### src/rtl/result_monitor.sv
// result_monitor: checks DUT results against a golden model using a history of driven operands
module result_monitor #(
    parameter int              WIDTH      = 32,
    parameter int              DEPTH      = 16,
    parameter int              OP         = 0,
    parameter longint unsigned NUM_CHECKS = 1000
) (
    input  logic             clk_dut,
    input  logic             reset,
    input  logic [WIDTH-1:0] i_drive_a,
    input  logic [WIDTH-1:0] i_drive_b,
    input  logic [WIDTH-1:0] i_dut_out,
    input  logic [31:0]      i_dut_delay,
    input  logic             i_run,
    output logic [2:0]       o_state,
    output logic [31:0]      o_pass_count,
    output logic [31:0]      o_fail_count,
    output logic [WIDTH-1:0] o_first_a,
    output logic [WIDTH-1:0] o_first_b,
    output logic [WIDTH-1:0] o_first_got,
    output logic [WIDTH-1:0] o_first_exp,
    output logic             o_done,
    output logic             o_error
);
    typedef enum logic [2:0] {
        IDLE  = 3'd0,
        LOAD  = 3'd1,
        CHECK = 3'd2,
        DONE  = 3'd3,
        FAULT = 3'd4
    } state_t;

    localparam int IW = DEPTH > 1 ? $clog2(DEPTH) : 1;

    state_t           state, state_nxt;
    logic [WIDTH-1:0] hist_a [DEPTH];
    logic [WIDTH-1:0] hist_b [DEPTH];
    logic [DEPTH-1:0] hist_v;
    logic [31:0]      lat;
    logic [63:0]      total;
    logic [IW-1:0]    idx;
    logic [WIDTH-1:0] smp_a, smp_b, exp_val;
    logic             smp_v, counted, match, lat_ok;

    // Entry L-1 of the history holds the operands whose result is on i_dut_out now
    assign idx     = IW'(lat - 32'd1);
    assign smp_a   = hist_a[idx];
    assign smp_b   = hist_b[idx];
    assign smp_v   = hist_v[idx];
    assign exp_val = (OP == 1) ? smp_a - smp_b : (OP == 2) ? smp_a * smp_b : smp_a + smp_b;
    assign match   = i_dut_out == exp_val;
    assign counted = state == CHECK && i_run && smp_v && total < NUM_CHECKS;
    assign lat_ok  = i_dut_delay >= 32'd1 && i_dut_delay <= 32'(DEPTH);
    assign o_state = state;
    assign o_done  = state == DONE;
    assign o_error = state == FAULT;

    // State register
    always_ff @(posedge clk_dut) begin
        state <= reset ? IDLE : state_nxt;
    end

    // Next state: wait for a measured latency, validate it once, then check until the quota is met
    always_comb begin
        state_nxt = state;
        if (state == IDLE && i_dut_delay != 32'hFFFF) state_nxt = LOAD;
        if (state == LOAD) state_nxt = lat_ok ? CHECK : FAULT;
        if (counted && total + 64'd1 == NUM_CHECKS) state_nxt = DONE;
    end

    // Operand history shifts every cycle; the valid bits mark entries filled since reset
    always_ff @(posedge clk_dut) begin
        if (reset) begin
            hist_v <= '0;
            for (int k = 0; k < DEPTH; k++) begin
                hist_a[k] <= '0;
                hist_b[k] <= '0;
            end
        end else begin
            hist_v    <= (hist_v << 1) | DEPTH'(1);
            hist_a[0] <= i_drive_a;
            hist_b[0] <= i_drive_b;
            for (int k = 1; k < DEPTH; k++) begin
                hist_a[k] <= hist_a[k-1];
                hist_b[k] <= hist_b[k-1];
            end
        end
    end

    // Latency is captured only in LOAD, so later changes on i_dut_delay are ignored
    always_ff @(posedge clk_dut) begin
        if (reset) lat <= '0;
        else if (state == LOAD) lat <= i_dut_delay;
    end

    // Saturating pass/fail counters and first-mismatch capture
    always_ff @(posedge clk_dut) begin
        if (reset) begin
            total        <= '0;
            o_pass_count <= '0;
            o_fail_count <= '0;
            o_first_a    <= '0;
            o_first_b    <= '0;
            o_first_got  <= '0;
            o_first_exp  <= '0;
        end else if (counted) begin
            total <= total + 64'd1;
            if (match) o_pass_count <= o_pass_count + {31'd0, o_pass_count != '1};
            else begin
                o_fail_count <= o_fail_count + {31'd0, o_fail_count != '1};
                if (o_fail_count == '0) begin
                    o_first_a   <= smp_a;
                    o_first_b   <= smp_b;
                    o_first_got <= i_dut_out;
                    o_first_exp <= exp_val;
                end
            end
        end
    end
endmodule

### config.mk
export PLATFORM = sky130hd
export DESIGN_NAME = result_monitor
export DESIGN_NICKNAME = d
export VERILOG_FILES = /design/src/rtl/result_monitor.sv
export SDC_FILE = /design/constraint.sdc
export NUM_CORES = 2
export LEC_CHECK = 0
export ABC_AREA = 1
export CAP_MARGIN = 15
export CORE_MARGIN = 5
export CORE_UTILIZATION = 35
export DETAILED_ROUTE_END_ITERATION = 8
export PLACE_DENSITY = 0.56
export SLEW_MARGIN = 20
export SYNTH_ARGS = -nofsm -noshare
export SYNTH_HDL_FRONTEND = slang
export SYNTH_SLANG_ARGS = --single-unit
### constraint.sdc
create_clock -name clk_dut -period 8.5 [get_ports clk_dut]
set_input_delay 2.125 -clock clk_dut [delete_from_list [all_inputs] [get_ports clk_dut]]
set_output_delay 2.125 -clock clk_dut [all_outputs]
set_load 0.02 [all_outputs]
==> run metrics <==
Tot GR Track Use 19.59%; total grt overflow 0; GP Congestion 0.9038; DP Area 0.05876 mm2; Residual DRC 0; Cell variety after synth 38; peak fanout along the critical path 98; hold_buf cts 0; Clock Path Buffers 3; CTS Root Cell clkbuf_16; Least-Margin Pin Slew 1.079 ns; commonest non-fill, non-tap cell in the layout inv_1; WL final 163400 um; Synth Area in Simple Gates 23.91%; Post-Synthesis Cells 7651; final hold viol count 0; Die W 403.3 um; critical path endpoint category flop; num rows 144; type of the worst setup path flop to flop; Post-synth ARST share 0%; Worst slew margin 28.06%; number of warnings issued by yosys 0; Post-synth EDFFs 0; Die Ht 403.3 um; I/O pin count 328; H-Tree Depth 4; drt pass-1 iters 6; largest family of logic cells by synthesized area simple AND/OR/NAND/NOR gates; Worst Setup SP lat[0]; r2r endpoint o_first_exp[31]; first-pass GRT wire length 255300 um; Via density 4.725; R2R Setup Slk 1.01 ns; clk sinks 1303; Power Density 265.7 mW/mm2; Syn Std Cell Area 0.05413 mm2; final instance area 0.06369 mm2; Fmax 133.6 MHz; hold_sp hist_a[4][29]; synthesized flop and latch total 1303; post-route setup TNS 0 ns; post_cts resized 0; Clock transition at path regs 0.06 ns; register area 0.02609 mm2; Hold Path Class flop to flop; VDD IR-drop max 0.0001935 V; syn avg cell area 7.075 um2; Top cell by count, worst path nand2_1; vias in the first global route 44590; fin nets 7908; Post-DRT Antenna Nets 0; crit-path max cell delay 0.82 ns; die area 0.1626 mm2; reg2reg path depth 29; initial antenna violation count 15; Multi-input gate area 0.02037 mm2; Port Buffers 327; CTS tree built; Crit path arrival time 8.15 ns; hpwl dp 110100 um; mux cell area share after synthesis 0%; CP Launch Type flop; fraction of layout cells with a size suffix above 1 4.215%; status completed; largest net degree at the start of global routing 240; RR Startpoint lat[0]; number of setup violations in the final report 0; core footprint 0.1539 mm2; CP endpoint o_first_exp[31]; post-synthesis compound-gate area fraction 10.87%; Synth-to-Final Area Change 17.66%; fin crit share 88.09%; fill count 16030; WL/cell 16.50 um; sequential area share after synthesis 48.19%; syn nets 7821; Worst-Skew Late Latency 0.77 ns; slowest CP cell buf_4; Tmin final 7.488 ns; Initial DRC Count 3321; Slew Limit Fails 0; top_reg_cell synth dfxtp_1; clock skew 0.02361 ns; Critical Path RT 9.16 ns; LEAKAGE 25.37 nW; via count 46810; Post-Synth Adder-Cell Area 0.9154%; post-synthesis xor/xnor area fraction 1.831%; RSZ-0062 raised after global routing no; Initial Util 35.18%; Post-CTS Setup Inserts 0; MaxCap Viol Count 0; most frequent cells in the layout inv_1, nor2_1, dfxtp_1, nand2_1, a21oi_1; TritonCTS Buffers 145
## sequential cells by signal, indices dropped and copies added, names as in the netlist
register      cells
o_first_got      32
o_first_a        32
total            64
o_first_exp      32
hist_v           16
o_pass_count     32
o_first_b        32
lat               4
o_fail_count     32
hist_a          512
hist_b          512
o_state           3
## worst min path at each step
stage | to | slack, ns | cells past startpoint
2_1_floorplan | hist_a[12][0] | 0.40 | 2
3_3_place_gp | hist_a[13][5] | 0.40 | 2
3_5_place_dp | hist_a[9][1] | 0.41 | 2
4_1_cts | hist_a[14][19] | 0.40 | 2
5_1_grt | hist_a[10][19] | 0.41 | 2
6_report | hist_a[5][29] | 0.40 | 2
## cells in the mapped netlist (2+ instances only)
master    number  area [um2]
inv_1       1486        5578
nor2_1      1352        5075
dfxtp_1     1303       26090
nand2_1      757        2841
a21oi_1      614        3073
o21ai_0      542        2713
nand3_1      538        2693
clkbuf_1     333        1250
nand4_1      211        1320
xor2_1        85       744.5
nor3_1        70       350.3
buf_1         61       229.0
nor4_1        59       369.1
clkinv_1      50       187.7
ha_1          38       475.5
inv_2         32       120.1
xnor2_1       23       201.4
buf_6         21       236.5
buf_2         18       90.09
nand3b_1      10       75.07
nand2_2        8       50.05
buf_4          5       37.54
nand3_2        5       50.05
nor4b_1        4       35.03
o211ai_1       4       30.03
or4_1          4       30.03
a211oi_1       3       22.52
a21o_1         2       15.01
nor2_4         2       22.52
nor3b_1        2       15.01
xnor3_1        2       45.04
## critical path, delay by kind of cell, from the launching register on
family,cells,cell delay [ns]
and+or+nand+nor,18,2.78
buffers and inverters,5,2.24
adders and majority gates,2,0.79
AOI/OAI and AO/OA,3,0.54
DFF,1,0.37
xor gates and xnor gates,1,0.30
## report_power, final
group          internal (W)  total (W)  switching [W]  leakage, nW
combinational       0.00123    0.00437        0.00314         12.4
clock               0.00375    0.00636        0.00261         2.40
sequential          0.00616    0.00619      0.0000303         10.5
total                0.0111     0.0169        0.00578         25.4
## layout make-up
cell class,instances,area share (%)
multi-input combinational,4342,31.98
antenna,12,0.04715
sequential,1303,40.96
tap,2044,4.016
timing repair buffer,378,6.029
clock inverter,45,0.9862
clock buffer,216,6.701
inverter,1568,9.275
## routing by layer
metal  global-route usage (%)  share of wire, %  up-vias
li1                         -                 -    23840
met2                    32.12                46     1016
met3                    3.278               4.9      237
met5                        0                 0        -
met4                    7.159               3.5        0
met1                    26.00                45    21720
## per-stage QoR
step           utilization, %  setup WS (ns)  total power [W]  instances  hold slack (ns)
4_1_cts                 41.37         0.9562          0.01709       9896           0.4018
2_1_floorplan               -          2.221         0.009098       7651           0.3994
5_1_grt                 41.39         0.3610          0.01782       9908           0.4147
3_5_place_dp            38.19         0.9970          0.01067       9635           0.4063
6_report                41.39          1.012          0.01692       9908           0.4043
3_3_place_gp            38.19          1.075          0.01066       9635           0.4008
## kinds of logic (layout without fill, tap and decap cells)
kind of cell | Yosys count | count (layout)
adders and majority gates | 39 | 39
buffers and inverters | 2006 | 2207
other | 0 | 12
DFF | 1303 | 1303
xor gates and xnor gates | 110 | 110
and+or+nand+nor | 3024 | 3024
AOI/OAI and AO/OA | 1169 | 1169
(Power assumes the default switching activity.)
